===== src/rtl/fifo36_udp_dispatch_pkg.sv =====
// Purpose: shared types and field positions for the fifo36 UDP dispatcher.
// Latency: n/a (declarations only).
// Backpressure: n/a.
package fifo36_udp_dispatch_pkg;

    typedef enum logic [1:0] {
        ST_IDLE,
        ST_HDR,
        ST_REPLAY,
        ST_PASS
    } state_t;

    localparam int WORD_W      = 36;
    localparam int HDR_WORDS   = 10;

    // Header word positions inside the buffered frame start
    localparam int ETYPE_WORD  = 3;
    localparam int IPVER_WORD  = 3;
    localparam int PROTO_WORD  = 5;
    localparam int UDPDST_WORD = 9;

    // fifo36 control bit positions
    localparam int SOF_BIT     = 32;
    localparam int EOF_BIT     = 33;
    localparam int OCC_LSB     = 34;
    localparam int OCC_MSB     = 35;

    // IPv4 version 4 with a 20-byte header (IHL=5)
    localparam logic [7:0] IPV4_IHL5 = 8'h45;

    typedef logic [3:0] idx_t;
    typedef logic [HDR_WORDS-1:0][WORD_W-1:0] hdr_t;

endpackage


===== src/rtl/fifo36_udp_dispatch_hdr_match.sv =====
// Purpose: decides whether a buffered frame header is IPv4/UDP to our port.
// Latency: purely combinational.
// Backpressure: none; caller qualifies the result with its decision strobe.
module udp_hdr_match
    import fifo36_udp_dispatch_pkg::*;
#(
    parameter logic [15:0] MATCH_ETHERTYPE = 16'h0800,
    parameter logic [7:0]  MATCH_PROTO     = 8'h11
) (
    input  hdr_t        i_hdr,
    input  idx_t        i_n_words,
    input  logic [15:0] i_udp_port,
    output logic        o_route_a
);

    // Only a full 10-word header can qualify; anything shorter is a runt
    assign o_route_a = (i_n_words == idx_t'(HDR_WORDS))
                    && (i_hdr[ETYPE_WORD][31:16]  == MATCH_ETHERTYPE)
                    && (i_hdr[IPVER_WORD][15:8]   == IPV4_IHL5)
                    && (i_hdr[PROTO_WORD][7:0]    == MATCH_PROTO)
                    && (i_hdr[UDPDST_WORD][31:16] == i_udp_port);

endmodule


===== src/rtl/fifo36_udp_dispatch.sv =====
// Purpose: buffers the first 10 fifo36 words of a frame, routes UDP-to-port frames to A, rest to B.
// Latency: first output word n cycles after input sof (n = buffered words), then zero-latency cut-through.
// Backpressure: input stalls during replay; in cut-through the selected output's dst_rdy drives in_dst_rdy.
module fifo36_udp_dispatch
    import fifo36_udp_dispatch_pkg::*;
#(
    parameter logic [15:0] MATCH_ETHERTYPE = 16'h0800,
    parameter logic [7:0]  MATCH_PROTO     = 8'h11
) (
    input  logic        clk,
    input  logic        reset_n,
    input  logic        clear,
    input  logic [15:0] udp_port,
    input  logic [35:0] in_data,
    input  logic        in_src_rdy,
    output logic        in_dst_rdy,
    output logic [35:0] a_data,
    output logic        a_src_rdy,
    input  logic        a_dst_rdy,
    output logic [35:0] b_data,
    output logic        b_src_rdy,
    input  logic        b_dst_rdy,
    output logic [15:0] a_count,
    output logic [15:0] b_count
);

    state_t             r_state;
    state_t             w_next;
    logic [WORD_W-1:0]  r_buf [HDR_WORDS];
    idx_t               r_idx;
    idx_t               r_n;
    idx_t               r_rd;
    logic               r_sel_a;
    logic [15:0]        r_a_count;
    logic [15:0]        r_b_count;

    hdr_t               w_hdr;
    idx_t               w_n;
    logic               w_match_a;
    logic               w_first;
    logic               w_hdr_xfer;
    logic               w_decide;
    logic               w_out_rdy;
    logic               w_in_dst_rdy;
    logic               w_src_rdy;
    logic               w_eof;
    logic               w_last_rd;
    logic [WORD_W-1:0]  w_out_dat;

    // In IDLE and HDR the input is always ready, so in_src_rdy alone marks a transfer
    assign w_eof      = in_data[EOF_BIT];
    assign w_first    = (r_state == ST_IDLE) && in_src_rdy && in_data[SOF_BIT];
    assign w_hdr_xfer = (r_state == ST_HDR) && in_src_rdy;
    assign w_decide   = (w_first && w_eof)
                     || (w_hdr_xfer && (w_eof || (r_idx == idx_t'(HDR_WORDS - 1))));
    assign w_n        = (r_state == ST_IDLE) ? idx_t'(1) : r_idx + idx_t'(1);
    assign w_out_rdy  = r_sel_a ? a_dst_rdy : b_dst_rdy;
    assign w_last_rd  = (r_rd == r_n - idx_t'(1));

    // Header view at the decision cycle: buffered words plus the word arriving now
    always_comb begin
        for (int i = 0; i < HDR_WORDS; i++) begin
            w_hdr[i] = (idx_t'(i) == r_idx) ? in_data : r_buf[i];
        end
    end

    udp_hdr_match #(
        .MATCH_ETHERTYPE (MATCH_ETHERTYPE),
        .MATCH_PROTO     (MATCH_PROTO)
    ) u_match (
        .i_hdr      (w_hdr),
        .i_n_words  (w_n),
        .i_udp_port (udp_port),
        .o_route_a  (w_match_a)
    );

    // State register
    always_ff @(posedge clk or negedge reset_n) begin
        if (!reset_n) begin
            r_state <= ST_IDLE;
        end else begin
            r_state <= w_next;
        end
    end

    // Next state and handshake outputs
    always_comb begin
        w_next       = r_state;
        w_in_dst_rdy = 1'b0;
        w_src_rdy    = 1'b0;
        case (r_state)
            ST_IDLE: begin
                w_in_dst_rdy = 1'b1;
                if (w_first) begin
                    w_next = w_eof ? ST_REPLAY : ST_HDR;
                end
            end
            ST_HDR: begin
                w_in_dst_rdy = 1'b1;
                if (w_decide) begin
                    w_next = ST_REPLAY;
                end
            end
            ST_REPLAY: begin
                w_src_rdy = 1'b1;
                if (w_out_rdy && w_last_rd) begin
                    w_next = r_buf[r_rd][EOF_BIT] ? ST_IDLE : ST_PASS;
                end
            end
            ST_PASS: begin
                w_src_rdy    = in_src_rdy;
                w_in_dst_rdy = w_out_rdy;
                if (in_src_rdy && w_out_rdy && w_eof) begin
                    w_next = ST_IDLE;
                end
            end
            default: w_next = ST_IDLE;
        endcase
        if (clear) begin
            w_next = ST_IDLE;
        end
    end

    // Header buffer capture; contents are don't-care outside a frame so no reset
    always_ff @(posedge clk) begin
        if (w_first) begin
            r_buf[0] <= in_data;
        end else if (w_hdr_xfer) begin
            r_buf[r_idx] <= in_data;
        end
    end

    // Write index, replay pointer, route decision and frame counters
    always_ff @(posedge clk or negedge reset_n) begin
        if (!reset_n) begin
            r_idx     <= '0;
            r_n       <= '0;
            r_rd      <= '0;
            r_sel_a   <= 1'b0;
            r_a_count <= '0;
            r_b_count <= '0;
        end else if (clear) begin
            r_idx <= '0;
            r_rd  <= '0;
        end else begin
            if (w_first) begin
                r_idx <= idx_t'(1);
            end else if (w_hdr_xfer) begin
                r_idx <= r_idx + idx_t'(1);
            end
            if (w_decide) begin
                r_n     <= w_n;
                r_rd    <= '0;
                r_sel_a <= w_match_a;
                if (w_match_a) begin
                    r_a_count <= r_a_count + 16'd1;
                end else begin
                    r_b_count <= r_b_count + 16'd1;
                end
            end else if ((r_state == ST_REPLAY) && w_out_rdy && !w_last_rd) begin
                r_rd <= r_rd + idx_t'(1);
            end
        end
    end

    // Shared output data mux: buffer during replay, live input during cut-through
    assign w_out_dat  = (r_state == ST_PASS) ? in_data : r_buf[r_rd];

    assign in_dst_rdy = w_in_dst_rdy & reset_n;
    assign a_src_rdy  = w_src_rdy & r_sel_a;
    assign b_src_rdy  = w_src_rdy & ~r_sel_a;
    assign a_data     = w_out_dat;
    assign b_data     = w_out_dat;
    assign a_count    = r_a_count;
    assign b_count    = r_b_count;

endmodule


===== config.mk =====
export PLATFORM = sky130hd
export DESIGN_NAME = fifo36_udp_dispatch
export DESIGN_NICKNAME = d
export VERILOG_FILES = /design/src/rtl/fifo36_udp_dispatch_pkg.sv /design/src/rtl/fifo36_udp_dispatch_hdr_match.sv /design/src/rtl/fifo36_udp_dispatch.sv
export SDC_FILE = /design/constraint.sdc
export NUM_CORES = 1
export LEC_CHECK = 0
export CAP_MARGIN = 10
export CORE_ASPECT_RATIO = 0.5
export CORE_MARGIN = 1.5
export CORE_UTILIZATION = 45
export DETAILED_ROUTE_END_ITERATION = 10
export DONT_BUFFER_PORTS = 1
export GPL_ROUTABILITY_DRIVEN = 0
export GPL_TIMING_DRIVEN = 0
export HOLD_SLACK_MARGIN = 0.12
export PLACE_DENSITY = 0.63
export SLEW_MARGIN = 20
export SYNTH_ARGS = -nofsm -noshare
export SYNTH_HDL_FRONTEND = slang
export SYNTH_SLANG_ARGS = --single-unit

===== constraint.sdc =====
create_clock -name clk -period 5.4 [get_ports clk]
set_input_delay 0.81 -clock clk [delete_from_list [all_inputs] [get_ports clk]]
set_output_delay 0.81 -clock clk [all_outputs]
set_load 0.01 [all_outputs]

# Yosys cells after proc, flatten, opt, wreduce, memory -nomap -nowiden
# Memory sizes are Yosys's and may differ from the RTL's.
# Cells that the tools add are included.
# word_totals
mem_bits_rw,360
elab_cells,92
inputBits,58
mem_count,1
regBits,47
# memory_table
memory,words,word_bits,read_ports,rd_ports_with_merged_regs,write_ports,line,source
r_buf,10,36,4,0,1,fifo36_udp_dispatch.sv:29,logic [WORD_W-1:0] r_buf [HDR_WORDS];
# op_classes
n_mux,30
eq_ne,17
bitwise_logic,6
n_addsub,5
n_reduce_logical,26
# op_table
operator,count
36-bit 2-to-1 mux,2
32-bit 2-to-1 mux,2
36-bit OR reduction,1
"16-bit by 1-bit adder with 16-bit output, second input constant",2
4-bit 2-to-1 mux,8
"16-bit by 12-bit == test with 1-bit output, second input constant",1
16-bit == test,1
1-bit logical AND,14
2-bit 2-to-1 mux,7
"3-bit != test, second input constant",4
"4-bit by 1-bit adder with 4-bit output, second input constant",2
"4-bit == test, second input constant",2
"8-bit by 5-bit == test with 1-bit output, second input constant",1
"8-bit by 7-bit == test with 1-bit output, second input constant",1
8-bit 2-to-1 mux,1
2-bit one-hot mux with 4 select lines,1
1-bit 2-to-1 mux,7
3-bit AND reduction,2
3-bit nonzero test,2
"2-bit == test, second input constant",2
"2-bit by 4-bit == test with 1-bit output, first input constant",1
"3-bit by 4-bit == test with 1-bit output, first input constant",1
4-bit == test,1
"4-bit == test, first input constant",1
other kinds (11),17

# Longest topological paths before layout
# logic_depth
depth_word,9
ltp_mapped,13
depth_no_buf,10

# By module
# From an unflattened synthesis, not the netlist that was laid out.
# hier_totals
hier_cells,1779
area_unflattened_um2,29532.1
# by_module_without_submodules
module,area_each_um2,cells_per_inst,n_inst,seq_area_each_um2
fifo36_udp_dispatch,29236.8,1745,1,18472.7
udp_hdr_match,295.3,34,1,0.0

# Worst setup path before layout
# OpenSTA, ideal clock, no wires.
# synth_path
path_kind,input port to flip-flop
start,input in_src_rdy
end,memory r_buf[1][0] (enable)
slack_ps,891
arrival_time_ps,4035
path_stages,5
cell_sequence,nor2b_1 > and2_1 > nand2_1 > or2_2 > nor3_1
# synth_between
elab_chain_len,6
elab_cells_between_ends,11
# synth_rtl
element,line,source
from (decl),fifo36_udp_dispatch.sv:15,"input logic in_src_rdy,"
1-bit logical AND (on tied branches),"fifo36_udp_dispatch.sv:53, fifo36_udp_dispatch.sv:52",
1-bit 2-to-1 mux / 1-bit logical AND (equally long branches),"fifo36_udp_dispatch.sv:128, fifo36_udp_dispatch.sv:52",
1-bit 2-to-1 mux,fifo36_udp_dispatch.sv:126,if (w_first) begin
1-bit 2-to-1 mux (not written as such),fifo36_udp_dispatch.sv:129,r_buf[r_idx] <= in_data;
36-bit OR reduction (no line),n/a,
4-bit 2-to-1 mux (no line) / 1-bit 2-to-1 mux (equally long branches),n/a,
to (decl),fifo36_udp_dispatch.sv:29,
# Several ways; a longest one is shown, not always the timed one.

# Final worst setup path
# layout_path
start,register r_rd[0]
end,output b_data[31]
# layout_between
elab_chain_len,2
# layout_rtl
element,line,source
from (decl),fifo36_udp_dispatch.sv:32,idx_t r_rd;
from (signal assigned),fifo36_udp_dispatch.sv:161,r_rd <= r_rd + idx_t'(1);
memory 10 x 36 bit,n/a,
36-bit 2-to-1 mux,fifo36_udp_dispatch.sv:167,assign w_out_dat = (r_state == ST_PASS) ? in_data : r_buf[r_rd];
to (decl),fifo36_udp_dispatch.sv:20,"output logic [35:0] b_data,"
# Every way passes these cells.

==> summary.txt <==
Placed design
  • Cells after DPL: between 1500 and 2000
  • DP Worst Slack: between 0.9 and 1 ns
  • I/O Buffers: 0
  • Dpl hpwl: 28.7 mm

Floorplan
  • Die W: between 200 and 300 um
  • Rows: 50
  • Starting Density: between 40 and 50%
  • Die ar.: roughly 0.04 sq mm
  • Number of I/O pins: roughly 170
  • Placeable Area: around 0.038 sq mm
  • Die H: ~140 um

Clock network
  • Clock Path Buffers: 3
  • CTS buffer count: 39
  • CTS tree: yes
  • Post-CTS sizing: 0
  • CTS Sinks: 407
  • Root buf cell: clkbuf_16
  • Clk slew on worst S/H paths: 0.06 ns
  • Latest clock arrival within the worst-skew pair: between 0.5 and 0.6 ns
  • Post-CTS Setup Inserts: 0
  • CTS H-tree lvls: 2

GRT
  • Pin count of the biggest net entering global routing: 48
  • Met3 Usage GRT: between 4 and 5%
  • Vias in the first global route: between 10000 and 15000
  • Met1 Use GR: around 29%
  • First-pass GRT wire length: approximately 63 mm
  • Gr busiest metal: met2
  • Routing usage on met2: a little over a third
  • Total grt overflow: 0
  • Tot GR Track Use: 21.5%
  • Initial antenna violation count: 1

Logic synthesis
  • Seq/Total Area, Yosys: around 69%
  • Syn. warnings: 0
  • Mapped Area: ~0.017 sq mm
  • Post-synth ARST share: a little under an eighth
  • Post-synthesis register bit count: 407
  • Ranking of synthesized cells by area: edfxtp_1 (62%), mux4_2 (9.3%), dfrtp_1 (6.7%), mux2i_1 (3.0%), mux2_2 (2.5%)
  • Top post-synthesis cells by count: edfxtp_1 (360), nand2_1 (99), o21ai_0 (80)
  • Area share of the largest cell type after synthesis: approximately three fifths
  • Number of synthesized flops with an enable pin: 360
  • Prevailing post-synth register cell: edfxtp_1
  • Count of cell types in the netlist: 58
  • Syn Nets: about 1100
  • Yosys top cell by area: edfxtp_1
  • Synth Area per Inst: around 16 sq um
  • Cells after synthesis: around 1100
  • Most common cell in the synthesized netlist: edfxtp_1

Timing
  • Fin. max-slew vios: 0
  • Slew @ Worst Pin: slightly above 1 ns
  • Clk_skew: roughly 0.012 ns
  • RSZ-0062 raised after global routing: false
  • Setup TNS: 0 ns
  • Fin crit period: 5.02 ns
  • Max frequency: ~200 MHz
  • Final period util: 92.9%
  • Final hold violation count: 0
  • Setup WS post-layout: approximately 0.38 ns
  • Max-slew headroom: around 31%
  • Setup violators final: 0

Layout
  • Finished Core Util: 52.8%
  • Share of cells above drive strength 1: between 20 and 25%
  • # diodes: 0
  • Final std cells w/o fill: between 1500 and 2000
  • Fillers: ~3000
  • Net count, final: between 1000 and 1500
  • Area delta synth->final: 14.3%

Setup path
  • Worst Path Required: roughly 4.6 ns
  • R2R cell count: 12
  • Critical-path maximum fanout: 10
  • Reg-to-Reg Start: r_idx[1]
  • Worst setup SP type: register
  • Crit Path Class: reg -> out
  • Register-to-Register Setup Slack: ~1.9 ns
  • Reg2reg end: a_count[9]
  • Critical Path Sink Type: primary output
  • Worst EP arrival: 4.21 ns

Power
  • Lkg Pwr: 0.00655 uW
  • PD cells: ~330 mW/mm^2
  • Pwr Total: 6620 uW
  • Maximum VDD drop: approximately 0.18 mV

Detailed routing
  • Starting DRT DRC Count: 879
  • DRT Pass-1 Iters: 7
  • # DRC: 0
  • Routed WL: 42.2 mm
  • Avg Vias per Cell: between 5 and 6
  • Antenna violation net count after detailed routing: 0
  • DR vias: between 9000 and 10000
  • Avg WL per Cell: between 20 and 25 um

Worst hold path
  • Hold worst-path end: r_buf[8][35]
  • Min-delay src: in_data[35]
  • Tightest Hold Check Type: in -> reg
  • WHS Path Cells: 0

Job
  • Maxcap violations: 0

Run status
  • Status: completed
==> through the flow <==
stage / instance area, sq um / hold slack, ns
6_report: 19900 / 0.362
5_1_grt: 19900 / 0.333
4_1_cts: 19900 / 0.342
3_5_place_dp: 18600 / 0.494
3_3_place_gp: 18100 / 0.499
2_1_floorplan: 17500 / 0.469
==> final cells by class <==
class	instances	area (sq um)	area share, %
clock buffer	47	1080	5.41
buffer	86	508	2.55
timing repair buffer	27	477	2.39
tap	520	651	3.26
inverter	19	71.3	0.358
multi-input combinational	563	4960	24.9
clock inverter	22	205	1.03
sequential	407	12000	60.1
==> flip-flops by register name, summed over array words and instances, names as in the netlist <==
name and flops:
r_rd 4, r_idx 4, r_n 4, r_state 2
r_sel_a 1, r_buf 360, a_count 16, b_count 16
==> worst max-delay path: stages, from the launching register on <==
cell	delay (ns)
dfrtp_1	0.44
buf_2	0.33
buf_2	0.46
clkbuf_1	0.71
buf_2	0.52
mux2i_1	0.15
nand2_1	0.08
o21ai_0	0.09
o21ai_0	0.63
buf_4	0.24
==> worst max-delay path by stage <==
stage               slack [ns]  depth (start not counted)           to  startpoint
CTS                       0.36                          9   b_data[34]     r_rd[0]
finish                    0.38                          9   b_data[31]     r_rd[0]
global route              0.18                          9   b_data[26]     r_rd[0]
global placement         -1.65                          5  r_buf[1][7]  in_src_rdy
floorplan                 0.89                          5  r_buf[1][0]  in_src_rdy
detailed placement        0.96                          9   b_data[34]     r_rd[0]
==> layer usage <==
metal	up-vias	share of wire (%)
li1	4263	-
met1	5125	42
met2	314	49
met3	65	6.3
met4	0	2.4
met5	-	0
==> cells by family (layout without fill, tap and decap cells) <==
kind of cell	after synthesis	after routing	share of synthesized area, %
AO/OA/AOI/OAI	112	112	3.57
XOR/XNOR	51	51	2.56
adder cells (fa/ha/maj)	6	6	0.430
buffers and inverters	105	201	3.30
flip-flops	407	407	68.7
multiplexers	165	165	14.9
AND/OR/NAND/NOR	229	229	6.55
==> report_power, final <==
part	switching [uW]	total [uW]	internal [uW]
clock	1170	2750	1570
combinational	196	355	159
sequential	46.0	3520	3470
total	1420	6620	5210
==> cells in the final DEF, fill, tap and decap left out, drive strengths merged, types with 4 or more instances in the layout <==
master  synthesis  routed
edfxtp        360     360
nand2          99      99
buf            61      85
o21ai          81      81
clkbuf         25      74
mux4           72      72
mux2i          53      53
dfrtp          47      47
mux2           40      40
nor2           36      36
xnor2          27      27
xor2           24      24
inv            19      20
clkinv          0      16
nand3          15      15
nor4           15      15
nor3           11      11
nand4          10      10
a21oi           9       9
o22ai           8       8
and2            7       7
ha              6       6
and3            5       5
nor2b           4       4
nor4b           4       4
or3             4       4
==> timing repair <==
item | in CTS | in global routing
hold buffers | 2 | 0
setup endpoints to repair | 0 | 0
hold endpoints to repair | 47 | 0
Note: power is estimated with default switching activity, not from simulation.
